### config.mk
export PLATFORM = sky130hd
export DESIGN_NAME = score_keeper
export DESIGN_NICKNAME = d
export VERILOG_FILES = /design/src/rtl/pong_pkg.sv /design/src/rtl/bcd_counter_2d.sv /design/src/rtl/score_keeper.sv
export SDC_FILE = /design/constraint.sdc
export NUM_CORES = 1
export LEC_CHECK = 0
export BUFFER_PORTS_ARGS = -buffer_cell sky130_fd_sc_hd__buf_2
export CORE_ASPECT_RATIO = 1.4
export CORE_MARGIN = 1.5
export CORE_UTILIZATION = 46
export CTS_BUF_LIST = sky130_fd_sc_hd__clkbuf_4 sky130_fd_sc_hd__clkbuf_8
export DETAILED_ROUTE_END_ITERATION = 12
export GPL_ROUTABILITY_DRIVEN = 0
export PLACE_DENSITY = 0.63
export SYNTH_ARGS = -nofsm -noshare
export SYNTH_HDL_FRONTEND = slang
export SYNTH_SLANG_ARGS = --single-unit
### constraint.sdc
create_clock -name clk -period 3.13 [get_ports clk]
set_input_delay 0.939 -clock clk [delete_from_list [all_inputs] [get_ports clk]]
set_output_delay 0.939 -clock clk [all_outputs]
set_load 0.1 [all_outputs]
### src/rtl/pong_pkg.sv
// Shared types and constants for the pong game-flow blocks.
package pong_pkg;

  localparam int SCORE_W     = 8;
  localparam int SERVE_CNT_W = 16;

  typedef enum logic [1:0] {
    IDLE  = 2'b00,
    SERVE = 2'b01,
    PLAY  = 2'b10,
    OVER  = 2'b11
  } state_t;

  // Two-digit BCD increment; 99 wraps to 00, which the win limit never reaches.
  function automatic logic [SCORE_W-1:0] bcd_inc(input logic [SCORE_W-1:0] value);
    logic [3:0] ones;
    logic [3:0] tens;
    ones = value[3:0];
    tens = value[7:4];
    if (ones == 4'd9) begin
      ones = 4'd0;
      tens = (tens == 4'd9) ? 4'd0 : tens + 4'd1;
    end else begin
      ones = ones + 4'd1;
    end
    return {tens, ones};
  endfunction

endpackage

### src/rtl/bcd_counter_2d.sv
// Two-digit BCD up-counter with synchronous clear; clear beats increment.
module bcd_counter_2d
  import pong_pkg::*;
(
  input  logic               clk,
  input  logic               reset,
  input  logic               clr,
  input  logic               inc,
  output logic [SCORE_W-1:0] value
);

  logic [SCORE_W-1:0] r_value;

  // NOTE: sequential state is written with <= only, so every register samples pre-edge values.
  always_ff @(posedge clk) begin
    if (!reset) begin
      r_value <= '0;
    end else if (clr) begin
      r_value <= '0;
    end else if (inc) begin
      r_value <= bcd_inc(r_value);
    end
  end

  assign value = r_value;

endmodule

### src/rtl/score_keeper.sv
// Game-flow controller: counts points in BCD, times serves and parks the ball between rallies.
module score_keeper
  import pong_pkg::*;
#(
  parameter int WIN_SCORE   = 11,
  parameter int SERVE_TICKS = 120
) (
  input  logic               clk,
  input  logic               reset,
  input  logic               start,
  input  logic               point_1,
  input  logic               point_2,
  output logic               ball_hold,
  output logic [SCORE_W-1:0] score_1,
  output logic [SCORE_W-1:0] score_2,
  output logic               playing,
  output logic               game_over,
  output logic               winner
);

  localparam logic [3:0]             WIN_TENS   = 4'(WIN_SCORE / 10);
  localparam logic [3:0]             WIN_ONES   = 4'(WIN_SCORE % 10);
  localparam logic [SERVE_CNT_W-1:0] SERVE_LOAD = SERVE_CNT_W'(SERVE_TICKS - 1);

  if (WIN_SCORE < 1 || WIN_SCORE > 99) begin : g_bad_win_score
    $error("score_keeper: WIN_SCORE must be in 1..99");
  end
  if (SERVE_TICKS < 1 || SERVE_TICKS > 65535) begin : g_bad_serve_ticks
    $error("score_keeper: SERVE_TICKS must be in 1..65535");
  end

  state_t                 r_state;
  state_t                 w_state_next;
  logic [SERVE_CNT_W-1:0] r_serve_cnt;
  logic [SERVE_CNT_W-1:0] w_serve_cnt_next;
  logic                   r_start_q;
  logic                   w_start_rise;
  logic                   r_winner;
  logic                   w_winner_next;
  logic                   r_ball_hold;
  logic                   r_playing;
  logic                   r_game_over;
  logic                   w_clr;
  logic                   w_inc_1;
  logic                   w_inc_2;
  logic                   w_win_1;
  logic                   w_win_2;
  logic [SCORE_W-1:0]     w_score_1;
  logic [SCORE_W-1:0]     w_score_2;

  assign w_start_rise = start & ~r_start_q;

  // The win test looks at the score this point would produce, so OVER is entered on the scoring edge.
  assign w_win_1 = (bcd_inc(w_score_1) == {WIN_TENS, WIN_ONES});
  assign w_win_2 = (bcd_inc(w_score_2) == {WIN_TENS, WIN_ONES});

  // NOTE: every signal driven here gets a default first so no path can infer a latch.
  always_comb begin
    w_state_next     = r_state;
    w_serve_cnt_next = r_serve_cnt;
    w_winner_next    = r_winner;
    w_clr            = 1'b0;
    w_inc_1          = 1'b0;
    w_inc_2          = 1'b0;

    case (r_state)
      IDLE: begin
        if (w_start_rise) begin
          w_serve_cnt_next = SERVE_LOAD;
          w_state_next     = SERVE;
        end
      end
      SERVE: begin
        if (r_serve_cnt == '0) begin
          w_state_next = PLAY;
        end else begin
          w_serve_cnt_next = r_serve_cnt - 1'b1;
        end
      end
      PLAY: begin
        if (point_1) begin
          w_inc_1 = 1'b1;
          if (w_win_1) begin
            w_winner_next = 1'b0;
            w_state_next  = OVER;
          end else begin
            w_serve_cnt_next = SERVE_LOAD;
            w_state_next     = SERVE;
          end
        end else if (point_2) begin
          w_inc_2 = 1'b1;
          if (w_win_2) begin
            w_winner_next = 1'b1;
            w_state_next  = OVER;
          end else begin
            w_serve_cnt_next = SERVE_LOAD;
            w_state_next     = SERVE;
          end
        end
      end
      OVER: begin
        if (w_start_rise) begin
          w_clr            = 1'b1;
          w_serve_cnt_next = SERVE_LOAD;
          w_state_next     = SERVE;
        end
      end
      default: w_state_next = IDLE;
    endcase
  end

  // Status flags are registered from the next state so they change on the same edge as the FSM.
  always_ff @(posedge clk) begin
    if (!reset) begin
      r_state     <= IDLE;
      r_serve_cnt <= '0;
      r_start_q   <= 1'b0;
      r_winner    <= 1'b0;
      r_ball_hold <= 1'b1;
      r_playing   <= 1'b0;
      r_game_over <= 1'b0;
    end else begin
      r_state     <= w_state_next;
      r_serve_cnt <= w_serve_cnt_next;
      r_start_q   <= start;
      r_winner    <= w_winner_next;
      r_ball_hold <= (w_state_next != PLAY);
      r_playing   <= (w_state_next == PLAY);
      r_game_over <= (w_state_next == OVER);
    end
  end

  bcd_counter_2d u_score_1 (
    .clk   (clk),
    .reset (reset),
    .clr   (w_clr),
    .inc   (w_inc_1),
    .value (w_score_1)
  );

  bcd_counter_2d u_score_2 (
    .clk   (clk),
    .reset (reset),
    .clr   (w_clr),
    .inc   (w_inc_2),
    .value (w_score_2)
  );

  assign ball_hold = r_ball_hold;
  assign playing   = r_playing;
  assign game_over = r_game_over;
  assign winner    = r_winner;
  assign score_1   = w_score_1;
  assign score_2   = w_score_2;

endmodule
# [Word-level counts from Yosys, hierarchy flattened]
# Cells that the tools add are included.
[word_totals] register_bits=39 out_inout_bits=20
[op_classes] add_sub_neg=5 n_eq_ne=18 muxes=31 bitwise=3 reduce_logical=8
[ops] op="$mux 16" count=6
[ops] op="$pmux 16 s3" count=1
[ops] op="$mux 4" count=6
[ops] op="$add 4x1->4 const B" count=4
[ops] op="$eq 4x4->1 const B" count=4
[ops] op="$eq 8x5->1 const B" count=2
[ops] op="$logic_not 16->1" count=1
[ops] op="$sub 16x1->16 const B" count=1
[ops] op="$mux 2" count=6
[ops] op="$mux 1" count=11
[ops] op="$ne 3x3->1 const B" count=3
[ops] op="$eq 2x2->1 const B" count=4
[ops] op="$pmux 2 s3" count=1
[ops] op="$reduce_and 5->1" count=1
[ops] op="$ne 2x1->1 const B" count=2
[ops] op="$ne 2x2->1 const B" count=2
[ops] op="$reduce_and 4->1" count=1
[ops] op="$reduce_bool 2->1" count=2
[ops] op="$reduce_or 2->1" count=2
[ops] op="$eq 2x1->1 const B" count=1
[ops] op="$logic_not 2->1" count=1
[ops] op="$not 1->1" count=2
[ops] op="$and 1x1->1" count=1

# [Depth between registers and ports, before layout]
[logic_depth] word_depth=9 mapped_depth=10

# [By module]
# Synthesis repeated with hierarchy kept, for this count alone.
[hier_totals] hier_cells=249 hier_area_um2=2155.8
[by_module_without_submodules] mod="score_keeper" n_inst=1 cells_per_inst=161 area_per_inst_um2=1355.0 seq_area_each_um2=460.4
[by_module_without_submodules] mod="bcd_counter_2d" n_inst=2 cells_per_inst=44 area_per_inst_um2=400.4 seq_area_each_um2=160.2

# [Worst setup path after synthesis]
# Ideal clock, no wire load.
[synth_path] path_type="reg2reg" start="register u_score_2.r_value[0] (netlist: u_score_2.value[0])" end="register r_serve_cnt[15]" setup_ns=0.117 arrival_ns=2.959 t_required_ns=3.013 setup_slack_ns=0.054 stages_incl_launch_ff=8 synth_period_minus_slack_ns=3.076 cell_sequence="dfxtp_1 > and4bb_2 > a2111oi_0 > or2_2 > o31ai_1 > clkbuf_1 > nand3_1 > a32o_1"
[synth_between] elab_chain_len=5 word_cells_on_any_way=7 cone_classes="1 x add/sub; 3 x eq/ne; 2 x mux; 1 x reduce/logical"
[synth_rtl] item="start, declared" line="bcd_counter_2d.sv:12" source="logic [SCORE_W-1:0] r_value;"
[synth_rtl] item="start signal, assigned" line="bcd_counter_2d.sv:21" source="r_value <= bcd_inc(r_value);"
[synth_rtl] item="$add 4x1->4 / $eq 4x4->1 (equally long branches)" line="pong_pkg.sv:24, pong_pkg.sv:20"
[synth_rtl] item="$mux 4" line="pong_pkg.sv:20" source="if (ones == 4'd9) begin"
[synth_rtl] item="$eq 8x5->1 *" line="score_keeper.sv:55" source="assign w_win_2 = (bcd_inc(w_score_2) == {WIN_TENS, WIN_ONES});"
[synth_rtl] item="$ne 3x3->1 (no line) *"
[synth_rtl] item="$reduce_and 5->1 (no line) *"
[synth_rtl] item="end signal, assigned" line="score_keeper.sv:124" source="r_serve_cnt <= w_serve_cnt_next;"
[synth_rtl] item="end, declared" line="score_keeper.sv:34" source="logic [SERVE_CNT_W-1:0] r_serve_cnt;"
# Every way passes the cells marked *; elsewhere a longest branch is shown, timed or not.
# A chain may end at the register's enable or synchronous reset.

# [Worst setup path in the final report]
[layout_path] start="register r_serve_cnt[0]" end="register r_serve_cnt[2]"
[layout_between] elab_chain_len=3 word_cells_on_any_way=6 cone_classes="1 x add/sub; 1 x eq/ne; 2 x mux; 2 x reduce/logical"
[layout_rtl] item="$sub 16x1->16 / $logic_not 16->1 (equally long branches)" line="score_keeper.sv:77, score_keeper.sv:74"
[layout_rtl] item="$mux 16 / $ne 2x2->1 (equally long branches)"
[layout_rtl] item="$pmux 16 s3 / $reduce_and 5->1 (equally long branches)"
# Several ways; a longest one is shown, not always the timed one. The select of a mux whose other input is x is not followed.

==> impl_metrics.tcl <==
set metrics [dict create \
    setup_tns_ns 0 \
    ys_seq_elements 39 \
    synth_edf_count 0 \
    path_class "flop to flop" \
    synthTopCellsByCount "39 x dfxtp_1, 28 x nor2_1, 19 x o21ai_0" \
    syn_to_final_growth_pct 15.2 \
    synthesis.area_um2 2080 \
    grt_overflow_total 0 \
    rows 28 \
    dp_hpwl_um 3320 \
    synthCells 255 \
    grt_usage 0.207 \
    nFillCells 433 \
    wl_um 4640 \
    fin_crit_sh 0.917 \
    die_y_um 82.6 \
    ir_drop_uv 380 \
    ys_warn_count 0 \
    cts_buffers 5 \
    cp.arrival_ns 3.08 \
    routedWlPerCell_um 13.7 \
    layout.nets 289 \
    hold_path.class "flop to flop" \
    post-cts-setup-buffer-count 0 \
    finalHoldViolCount 0 \
    root_buffer "clkbuf_8" \
    synth_top_area_cell "dfxtp_1" \
    power.leakage_nw 0.910 \
    multi_input_area_um2 1200 \
    dp_cells 332 \
    grt_pass1_wl_um 7800 \
    tightest_slew_ns 0.826 \
    synthesis.nets 265 \
    via_per_inst 5.77 \
    startpoint_type "flop" \
    drt_iter0_markers 105 \
    slew_violations 0 \
    drive_above_1_share 0.157 \
    async_flop_share 0 \
    post-place-ws_ns 0.281 \
    power_mw 1.89 \
    clk_latency_ns 0.30 \
    cts_hold_buffers 0 \
    cts.clk_slew.worst_paths_ns 0.09 \
    synth_cell_types 47 \
    cts_tree "done" \
    first_global_vias 1772 \
    fin_ws_ns 0.260 \
    cap_violations 0 \
    fin_util 0.561 \
    n_antenna_cell 0 \
    ys.flop_type "dfxtp_1" \
    vias 1961 \
    io_pins 25 \
    ant_nets 0 \
    synth_most_common_cell "dfxtp_1" \
    end_kind "flop" \
    yosysTopAreaCellShare 0.375 \
    initial_core_util 0.487 \
    status "completed" \
    instances_no_fill 340 \
    avgSynthCellArea_um2 8.16 \
    cts.sinks 39 \
    rsz0062_at_grt "false" \
    seqCellArea_um2 781 \
    antenna_found_initial 0 \
    h-tree-depth 2 \
    setup_viol 0 \
    grt_max_degree 22 \
    ctsResizeCount 0 \
    skew_ns 0.0102 \
    core-area_um2 4270 \
    remaining_drc_errors 0 \
    dr.pass1.iters 4 \
    pwr_density_cell_nw_per_um2 789 \
    required_ns 3.34 \
    ys_seq_area_frac 0.375 \
    max_clock_freq_mhz 348 \
    clockBufferDepth 2 \
    max_slew_margin 0.445 \
    crit_path_max_fanout 14 \
    die_w_um 59.8 \
    synth.area.top_cells "dfxtp_1 38%, nor2_1 5.1%, o21ai_0 4.6%" \
    die_area_um2 4940 \
    port_buffers 24 \
    fin_crit_ns 2.87 \
]
==> metal layers <==
metal,vias to the layer above,GRT usage,wire (um),share of wire
li1,997,-,-,-
met1,929,0.242,2020,0.44
met2,29,0.357,2410,0.52
met3,6,0.0498,135,0.029
met4,0,0.0844,72,0.016
met5,-,0,0,0
==> worst max-delay path: stages (launching register included) <==
cell and delay (ns):
dfxtp_1 0.35, inv_1 0.07, ha_1 0.18, or4b_4 0.49
or4_1 0.48, or4_4 0.51, and2_4 0.21, and3_4 0.24
a311oi_1 0.26
==> where the power goes <==
| group | switching [mW] | internal [mW] | total, mW | leakage, nW |
|---|---|---|---|---|
| clock network | 0.186 | 0.318 | 0.504 | 0.0644 |
| logic | 0.481 | 0.257 | 0.738 | 0.529 |
| registers | 0.0797 | 0.568 | 0.648 | 0.317 |
| total | 0.747 | 1.14 | 1.89 | 0.910 |
==> path summary, 6_finish.rpt <==
kind / start / endpoint / slack [ns] / cells after the start
max: r_serve_cnt[0]$_SDFFE_PN0P_ / r_serve_cnt[2]$_SDFFE_PN0P_ / 0.26 / 8
min: winner$_SDFFE_PN0P_ / winner$_SDFFE_PN0P_ / 0.51 / 2
max reg2reg: r_serve_cnt[0]$_SDFFE_PN0P_ / r_serve_cnt[2]$_SDFFE_PN0P_ / 0.26 / 8
min reg2reg: winner$_SDFFE_PN0P_ / winner$_SDFFE_PN0P_ / 0.51 / 2
==> per-stage QoR <==
step,area (um^2),hold slack (ns)
final,2400,0.511
after global routing,2400,0.543
after CTS,2400,0.513
after detailed placement,2260,0.502
after global placement,2260,0.490
after floorplan,2080,0.461
==> registers in the layout, indices dropped and copies added, names as in the netlist <==
| signal | cells |
|---|---|
| r_start_q | 1 |
| winner | 1 |
| r_state | 2 |
| ball_hold | 1 |
| u_score_2.value | 8 |
| r_serve_cnt | 16 |
| playing | 1 |
| u_score_1.value | 8 |
| game_over | 1 |
==> placed cells by master (no fill, tap or decap), types with 6 or more instances in the layout <==
cell / Yosys / routed
nor3_1: 6 / 6
o21ai_0: 19 / 19
nand3_1: 10 / 10
a21oi_1: 13 / 13
nor2b_1: 10 / 10
dfxtp_1: 39 / 39
nor4_1: 7 / 7
nand2_1: 17 / 17
buf_2: 1 / 24
a31oi_1: 7 / 7
inv_1: 11 / 11
nor2_1: 28 / 28
==> cell type report <==
class                           count  share of cell area
Timing Repair Buffer               29              0.0658
Clock buffer                        5              0.0287
Inverter                           11              0.0172
Tap cell                           60              0.0313
Clock inverter                      3              0.0282
Multi-Input combinational cell    193               0.503
Sequential cell                    39               0.326
==> cell families after synthesis <==
group                    after synthesis  share of synthesized area
AO/OA/AOI/OAI                         74                      0.241
XOR/XNOR                               7                     0.0295
adder cells (fa/ha/maj)                5                     0.0301
buffers and inverters                 23                     0.0457
flip-flops                            39                      0.375
AND/OR/NAND/NOR                      107                      0.278
No activity file was read; power rests on OpenSTA's default activity.
